$ cat src/rtl/alu_result_fifo_if.sv
// alu_result_fifo_if: producer/consumer handshake bundle for alu_result_fifo.
// slave modport is the FIFO side, master modport is the environment side.
interface alu_result_fifo_if;
    logic       in_valid;
    logic [7:0] in_data;
    logic [2:0] in_op;
    logic       in_ready;
    logic       out_valid;
    logic [7:0] out_data;
    logic [2:0] out_op;
    logic       out_ready;

    modport slave (
        input  in_valid, in_data, in_op, out_ready,
        output in_ready, out_valid, out_data, out_op
    );

    modport master (
        output in_valid, in_data, in_op, out_ready,
        input  in_ready, out_valid, out_data, out_op
    );
endinterface

$ cat src/rtl/alu_result_fifo.sv
// alu_result_fifo: DEPTH-entry FIFO buffering ALU result bytes, with a sticky
// overflow flag and a saturating count of writes dropped while full.
// Optional macro ALU_RESULT_FIFO_TAG_EN stores the 3-bit opcode per entry and
// presents it on out_op; without it out_op is tied to 0.
// The head entry is held in a register loaded from the storage array (with a
// bypass for the slot being written), so outputs never fall through.
module alu_result_fifo #(
    parameter int DEPTH = 4
) (
    input  logic                clk,
    input  logic                reset,
    alu_result_fifo_if.slave    bus,
    output logic [4:0]          count,
    output logic                overflow,
    output logic [7:0]          drop_cnt,
    input  logic                clr_flags
);
    localparam int PTR_W = (DEPTH > 1) ? $clog2(DEPTH) : 1;

    logic [PTR_W-1:0] wr_ptr_q, wr_ptr_d;
    logic [PTR_W-1:0] rd_ptr_q, rd_ptr_d;
    logic [4:0]       count_q, count_d;
    logic             overflow_q, overflow_d;
    logic [7:0]       drop_cnt_q, drop_cnt_d;
    logic             push, pop, drop, full, empty, head_fwd;

    logic [7:0]       data_mem [DEPTH];
    logic [7:0]       head_data_q;

    // Handshake decode and next-state for pointers, occupancy and flags
    always_comb begin
        full       = (count_q == 5'(DEPTH));
        empty      = (count_q == 5'd0);
        push       = bus.in_valid & ~full;
        pop        = ~empty & bus.out_ready;
        drop       = bus.in_valid & full;
        wr_ptr_d   = wr_ptr_q + PTR_W'(push);
        rd_ptr_d   = rd_ptr_q + PTR_W'(pop);
        count_d    = count_q + 5'(push) - 5'(pop);
        // The head register must capture the incoming byte when the next
        // head slot is the one being written this very cycle.
        head_fwd   = push && (wr_ptr_q == rd_ptr_d);
        overflow_d = overflow_q;
        drop_cnt_d = drop_cnt_q;
        if (drop) begin
            // A drop coinciding with a clear restarts the count at one.
            overflow_d = 1'b1;
            if (clr_flags)
                drop_cnt_d = 8'd1;
            else if (drop_cnt_q != 8'hFF)
                drop_cnt_d = drop_cnt_q + 8'd1;
        end else if (clr_flags) begin
            overflow_d = 1'b0;
            drop_cnt_d = 8'd0;
        end
    end

    // Control state register; reset overrides any push, pop or clear
    always_ff @(posedge clk) begin
        if (reset) begin
            wr_ptr_q   <= '0;
            rd_ptr_q   <= '0;
            count_q    <= '0;
            overflow_q <= 1'b0;
            drop_cnt_q <= '0;
        end else begin
            wr_ptr_q   <= wr_ptr_d;
            rd_ptr_q   <= rd_ptr_d;
            count_q    <= count_d;
            overflow_q <= overflow_d;
            drop_cnt_q <= drop_cnt_d;
        end
    end

    // Data storage with registered head read; contents are never cleared
    // because the outputs are masked whenever the FIFO is empty.
    always_ff @(posedge clk) begin
        if (push)
            data_mem[wr_ptr_q] <= bus.in_data;
        head_data_q <= head_fwd ? bus.in_data : data_mem[rd_ptr_d];
    end

`ifdef ALU_RESULT_FIFO_TAG_EN
    logic [2:0] tag_mem [DEPTH];
    logic [2:0] head_op_q;

    // Opcode tag storage mirroring the data path
    always_ff @(posedge clk) begin
        if (push)
            tag_mem[wr_ptr_q] <= bus.in_op;
        head_op_q <= head_fwd ? bus.in_op : tag_mem[rd_ptr_d];
    end

    assign bus.out_op = empty ? 3'd0 : head_op_q;
`else
    logic unused_in_op;
    assign unused_in_op = ^bus.in_op;
    assign bus.out_op   = 3'd0;
`endif

    assign bus.in_ready  = ~full;
    assign bus.out_valid = ~empty;
    assign bus.out_data  = empty ? 8'd0 : head_data_q;
    assign count         = count_q;
    assign overflow      = overflow_q;
    assign drop_cnt      = drop_cnt_q;
endmodule

$ cat src/flat_wrapper.sv
// flat-port wrapper written by rule: the top's interface ports become plain ports
module alu_result_fifo_flat 
#(
    parameter int DEPTH = 4
)
  (clk, reset, count, overflow, drop_cnt, clr_flags, bus_in_valid, bus_in_data, bus_in_op, bus_out_ready, bus_in_ready, bus_out_valid, bus_out_data, bus_out_op);
  alu_result_fifo_if bus_i ();
  input  logic clk;
  input  logic reset;
  output logic [4:0] count;
  output logic overflow;
  output logic [7:0] drop_cnt;
  input  logic clr_flags;
  input wire logic [$bits(bus_i.in_valid)-1:0] bus_in_valid;
  input wire logic [$bits(bus_i.in_data)-1:0] bus_in_data;
  input wire logic [$bits(bus_i.in_op)-1:0] bus_in_op;
  input wire logic [$bits(bus_i.out_ready)-1:0] bus_out_ready;
  output wire logic [$bits(bus_i.in_ready)-1:0] bus_in_ready;
  output wire logic [$bits(bus_i.out_valid)-1:0] bus_out_valid;
  output wire logic [$bits(bus_i.out_data)-1:0] bus_out_data;
  output wire logic [$bits(bus_i.out_op)-1:0] bus_out_op;
  assign bus_i.in_valid = bus_in_valid;
  assign bus_i.in_data = bus_in_data;
  assign bus_i.in_op = bus_in_op;
  assign bus_i.out_ready = bus_out_ready;
  assign bus_in_ready = bus_i.in_ready;
  assign bus_out_valid = bus_i.out_valid;
  assign bus_out_data = bus_i.out_data;
  assign bus_out_op = bus_i.out_op;
  alu_result_fifo #(.DEPTH(DEPTH)) u_core (.clk(clk), .reset(reset), .bus(bus_i), .count(count), .overflow(overflow), .drop_cnt(drop_cnt), .clr_flags(clr_flags));
endmodule
$ cat config.mk
export PLATFORM = sky130hd
export DESIGN_NAME = alu_result_fifo_flat
export DESIGN_NICKNAME = d
export VERILOG_FILES = /design/src/rtl/alu_result_fifo_if.sv /design/src/rtl/alu_result_fifo.sv /design/src/flat_wrapper.sv
export SDC_FILE = /design/constraint.sdc
export NUM_CORES = 1
export LEC_CHECK = 0
export CAP_MARGIN = 20
export CORE_AREA = 5 5 73 75
export DETAILED_ROUTE_END_ITERATION = 6
export DIE_AREA = 0 0 78 80
export PLACE_DENSITY = 0.82
export SLEW_MARGIN = 20
export SYNTH_ARGS = -nofsm -noshare
export SYNTH_HDL_FRONTEND = slang
export SYNTH_SLANG_ARGS = --single-unit
$ cat constraint.sdc
create_clock -name clk -period 3.3 [get_ports clk]
set_input_delay 0.66 -clock clk [delete_from_list [all_inputs] [get_ports clk]]
set_output_delay 0.66 -clock clk [all_outputs]
set_load 0.005 [all_outputs]
Yosys cells after proc, flatten, opt, wreduce, memory -nomap -nowiden
Memory sizes are Yosys's and may differ from the RTL's. A register that Yosys moved wholly into a read port is not among the register bits. Cells that the tools add are included.

Register bits: 18. Bits in writable memories: 32. Latch bits: 0. Output and inout port bits: 27. Memory bits (read-only): 0. Input port bits: 16. Word-level logic and storage cells: 31. Memories kept: 1.

Divide/modulo/power cells: 0. Muxes and demuxes: 9. Reduce and logical (&&, ||, !) cells: 4. $add $sub $neg: 5. Bitwise gates (word level): 5. Equality and inequality tests: 2. Shift operators: 0. Order comparisons: 0. Multipliers: 0.

Memories: u_core.data_mem (depth 4, width 8, read ports 1, clocked after Yosys merged registers in 1, wr ports 1, line alu_result_fifo.sv:27) `logic [7:0] data_mem [DEPTH];`.

Operator list (number): 8-bit 2-to-1 mux (5); 8-bit by 1-bit adder with 8-bit output (second input constant) (1); 8-bit inequality test (second input constant) (1); 5-bit by 1-bit adder with 5-bit output (1); 5-bit by 3-bit == test with 1-bit output (second input constant) (1); 5-bit zero test (1); 5-bit by 1-bit subtractor with 5-bit output (1); 2-bit by 1-bit adder with 2-bit output (2); 1-bit 2-to-1 mux (4); 2-bit nonzero test (2); 1-bit bitwise AND (3); 1-bit inverter (2); 2-bit AND reduction (1).

Logic depth before layout (Yosys ltp)
Depth in word-level cells: 5. Mapped depth: 13. Depth with buffers taken out: 12.

Least setup slack after synthesis
OpenSTA, ideal clock, no wires.

Path type: reg-to-reg. From: reg u_core.count_q[3], in the netlist u_core.count[3]. To: reg u_core.count_q[4], in the netlist u_core.count[4]. Slack: 0.836 ns. Required time: 3.169 ns. Stages on the path, launching flop included: 14. Arrival time: 2.333 ns. Cells stage by stage: dfxtp_1 > inv_1 > ha_1 > or4b_2 > clkbuf_1 > nand3_1 > o21ai_0 > ha_1 > inv_1 > fa_1 > nor2b_1 > o21bai_1 > nand3_1 > nor3b_1.

Elaborated cells on any way between the ends: 8. Those cells by class: 2 x add/sub; 1 x eq/ne; 4 x bitwise; 1 x reduce/logical.

RTL lines: start, declared (line alu_result_fifo.sv:22) `logic [4:0] count_q, count_d;`; start signal, assigned (line alu_result_fifo.sv:69) `count_q <= count_d;`; 5-bit zero test (line alu_result_fifo.sv:33) `empty = (count_q == 5'd0);`; 1-bit inverter; via bus_out_valid (line flat_wrapper.sv:19) `output wire logic [$bits(bus_i.out_valid)-1:0] bus_out_valid;`; 1-bit bitwise AND (line alu_result_fifo.sv:35) `pop = ~empty & bus.out_ready;`; 5-bit by 1-bit subtractor with 5-bit output (line alu_result_fifo.sv:39) `count_d = count_q + 5'(push) - 5'(pop);`.

The timed path passes the listed nets, and every way through them passes these cells. A chain may end at the register's enable or synchronous reset.

Worst setup path after layout
From: reg u_core.count_q[2], in the netlist u_core.count[2]. To: out bus_out_data[4].

Cells in the longest elaborated chain, start to end: 2.

RTL lines: 5-bit zero test (line alu_result_fifo.sv:33); 8-bit 2-to-1 mux (line alu_result_fifo.sv:103) `assign bus.out_data = empty ? 8'd0 : head_data_q;`; end, declared (line flat_wrapper.sv:20) `output wire logic [$bits(bus_i.out_data)-1:0] bus_out_data;`.

No other way between the ends.

==> impl_metrics.sql <==
INSERT INTO impl_metrics (metric_group, metric, value, unit) VALUES
('status', 'outcome', 'completed', ''),
('power', 'power_density', '722.5', 'mW/mm2'),
('synth', 'syn_area', '0.002252', 'mm2'),
('clocking', 'clk_latency', '0.30', 'ns'),
('critical_path', 'timing.critical_path.from_type', 'register', ''),
('critical_path', 'crit_path_max_fanout', '12', ''),
('sta', 'timing.final.crit_period', '2.927', 'ns'),
('critical_path', 'critical_path.endpoint', 'bus_out_data[4]', ''),
('power', 'static-leakage-power', '0.9636', 'nW'),
('drt', 'drc', '0', ''),
('clocking', 'clockBufferDepth', '2', ''),
('sta', 'fin_setup_tns', '0', 'ns'),
('critical_path', 'required_time_of_the_worst_setup_path', '2.64', 'ns'),
('drt', 'route.vias.total', '1396', ''),
('synth', 'synth_warnings', '0', ''),
('sta', 'max_slew.worst_pin.slew', '0.5319', 'ns'),
('synth', 'yosys.cell_types.count', '39', ''),
('clocking', 'cts.hold.buffers_added', '0', ''),
('sta', 'rsz_0062_raised_after_global_routing', 'false', ''),
('finish', 'postLayoutCoreUtil', '59.62', '%'),
('drt', 'drt_pass1_iterations', '4', ''),
('finish', 'drive_above_1_share', '12.62', '%'),
('critical_path', 'timing.reg2reg.setup_slack', '0.65', 'ns'),
('grt', 'grt_remaining_overflow', '0', ''),
('clocking', 'clock-sinks', '52', ''),
('finish', 'antenna-diode-count', '0', ''),
('synth', 'netlist_instances', '167', ''),
('synth', 'netlist_top_cells_area', 'sky130_fd_sc_hd__edfxtp_1 (43%), sky130_fd_sc_hd__dfxtp_1 (18%), sky130_fd_sc_hd__mux4_2 (8.0%)', ''),
('floorplan', 'placeableCoreArea', '0.004598', 'mm2'),
('synth', 'yosys_most_used_dff', 'sky130_fd_sc_hd__edfxtp_1', ''),
('drt', 'drt-wirelength-per-cell', '14.62', 'um'),
('finish', 'final_net_count', '229', ''),
('finish', 'filler_cell_count', '384', ''),
('clocking', 'post-cts-setup-buffer-count', '0', ''),
('sta', 'setup_violations', '0', ''),
('clocking', 'cts_tree', 'built', ''),
('synth', 'synth.avg_cell_area', '13.49', 'um2'),
('critical_path', 'r2r-start', 'u_core.count[2]$_SDFF_PP0_', ''),
('placed_design', 'placedInstanceArea', '0.002649', 'mm2'),
('sta', 'fin_crit_sh', '88.70', '%'),
('floorplan', 'placementRows', '25', ''),
('worst_hold_path', 'hp-class', 'register to register', ''),
('critical_path', 'worstRegToRegCells', '12', ''),
('clocking', 'clock-root-buffer', 'sky130_fd_sc_hd__clkbuf_8', ''),
('finish', 'multi_input_area', '810.8', 'um2'),
('critical_path', 'timing.setup.critical_path_class', 'register to output pin', ''),
('grt', 'grt_first_pass_wirelength', '6.520', 'mm'),
('grt', 'antenna_violations_before_repair', '0', ''),
('critical_path', 'crit-reg2reg-capture', 'u_core.count[4]$_SDFF_PP0_', ''),
('sta', 'achievable-frequency', '341.6', 'MHz'),
('synth', 'synthArstFlopShare', '0', '%'),
('sta', 'skew', '0.003321', 'ns'),
('drt', 'routed_vias_inst', '5.369', ''),
('finish', 'syn_to_final_growth', '21.72', '%'),
('critical_path', 'arrival', '2.27', 'ns'),
('finish', 'regArea', '0.001361', 'mm2'),
('sta', 'final_hold_viol_count', '0', ''),
('sta', 'holdWs', '0.4536', 'ns'),
('grt', 'grt_start_max_net_pins', '16', ''),
('placed_design', 'placed_cells', '252', ''),
('sta', 'worst_slew_margin_rel', '64.49', '%'),
('power', 'ir_worst_vdd', '0.0004875', 'V'),
('finish', 'final_design_area_no_fill', '0.002741', 'mm2'),
('floorplan', 'die-height', '80', 'um'),
('placed_design', 'place_congestion', '0.7527', ''),
('placed_design', 'dp_hpwl', '2.652', 'mm'),
('grt', 'grt_pass1_vias', '1414', ''),
('synth', 'post-synth-top-area-cell', 'sky130_fd_sc_hd__edfxtp_1', ''),
('drt', 'antenna_violating_nets_post_route', '0', ''),
('critical_path', 'timing.critical_path.to_type', 'output pin', ''),
('flow_run', 'maxCapViolCount', '0', '');
-- metal layers --
layer  up-vias  GRT usage [%]  wire length, um
met5         -              0                0
met4         0          4.561               59
met1       680          16.03             1702
li1        674              -                -
met2        37          22.45             1787
met3         5          4.740              253
-- Yosys cell counts (2+ instances only) --
cell type,n
sky130_fd_sc_hd__edfxtp_1,32
sky130_fd_sc_hd__dfxtp_1,20
sky130_fd_sc_hd__a21oi_1,9
sky130_fd_sc_hd__inv_1,9
sky130_fd_sc_hd__and2_1,8
sky130_fd_sc_hd__mux4_2,8
sky130_fd_sc_hd__nand3_1,8
sky130_fd_sc_hd__ha_1,7
sky130_fd_sc_hd__nor2_1,7
sky130_fd_sc_hd__nor2b_1,7
sky130_fd_sc_hd__o21ai_0,6
sky130_fd_sc_hd__clkbuf_1,4
sky130_fd_sc_hd__nand2_1,4
sky130_fd_sc_hd__xnor2_1,4
sky130_fd_sc_hd__and3_1,3
sky130_fd_sc_hd__buf_4,3
sky130_fd_sc_hd__or3_1,3
sky130_fd_sc_hd__mux2i_1,2
sky130_fd_sc_hd__nor3b_1,2
sky130_fd_sc_hd__or3_2,2
-- worst min-delay path by stage --
stage | from | to | slack, ns | cells after the start
2_1_floorplan | u_core.rd_ptr_q[1]$_SDFF_PP0_ | register | 0.43 | 1
3_3_place_gp | u_core.rd_ptr_q[1]$_SDFF_PP0_ | register | 0.44 | 1
3_5_place_dp | u_core.rd_ptr_q[1]$_SDFF_PP0_ | register | 0.44 | 1
4_1_cts | u_core.rd_ptr_q[1]$_SDFF_PP0_ | register | 0.46 | 1
5_1_grt | u_core.rd_ptr_q[1]$_SDFF_PP0_ | register | 0.47 | 1
6_report | u_core.rd_ptr_q[1]$_SDFF_PP0_ | register | 0.45 | 1
-- report_power, final --
group	internal, mW	switching, mW
clock	0.167	0.195
combinational	0.466	0.266
sequential	0.787	0.0994
-- cells in the final DEF, fill, tap and decap left out, drive strengths merged, types with 7 or more instances in the layout --
cell type      Yosys  routed
clkdlybuf4s50      0      36
edfxtp            32      32
dfxtp             20      20
inv                9       9
a21oi              9       9
nand3              8       8
mux4               8       8
and2               8       8
nor2               7       7
nor2b              7       7
ha                 7       7
-- layout make-up --
| class | instances | area share (%) |
|---|---|---|
| clock inverters | 2 | 0.3651 |
| inverters | 9 | 1.232 |
| clock buffers | 6 | 3.012 |
| flip-flops and latches | 52 | 49.66 |
| repair buffers | 38 | 13.69 |
| multi-input cells | 99 | 29.58 |
| well taps | 54 | 2.465 |
-- cell families (layout without fill, tap and decap cells) --
logic type / after synthesis / after routing / share of synthesized area (%)
multiplexers: 10 / 10 / 8.889
other: 1 / 3 / 0.1665
flip-flops: 52 / 52 / 60.44
adder cells (fa/ha/maj): 8 / 8 / 4.778
XOR/XNOR: 5 / 5 / 1.944
AO/OA/AOI/OAI: 20 / 20 / 5.334
AND/OR/NAND/NOR: 53 / 53 / 14.56
buffers and inverters: 18 / 55 / 3.888
-- stage by stage --
stage	setup slack [ns]	power, mW
finish	0.3728	1.981
floorplan	0.8363	1.329
global route	0.2998	2.122
detailed placement	0.6193	1.644
CTS	0.3476	2.010
global placement	0.6633	1.626
-- critical path: stages, from the launching register on --
cell	delay, ns
sky130_fd_sc_hd__dfxtp_1	0.34
sky130_fd_sc_hd__inv_1	0.08
sky130_fd_sc_hd__ha_1	0.14
sky130_fd_sc_hd__or4b_2	0.75
sky130_fd_sc_hd__and2_1	0.21
sky130_fd_sc_hd__clkdlybuf4s50_1	0.44
-- flip-flops by register name (all words and copies together), names as in the netlist, named ones only --
signal and count:
u_core.overflow 1, u_core.data_mem 32, u_core.rd_ptr_q 2, u_core.count 5, u_core.wr_ptr_q 2, u_core.drop_cnt 8
Note: power is estimated with default switching activity, not from simulation.
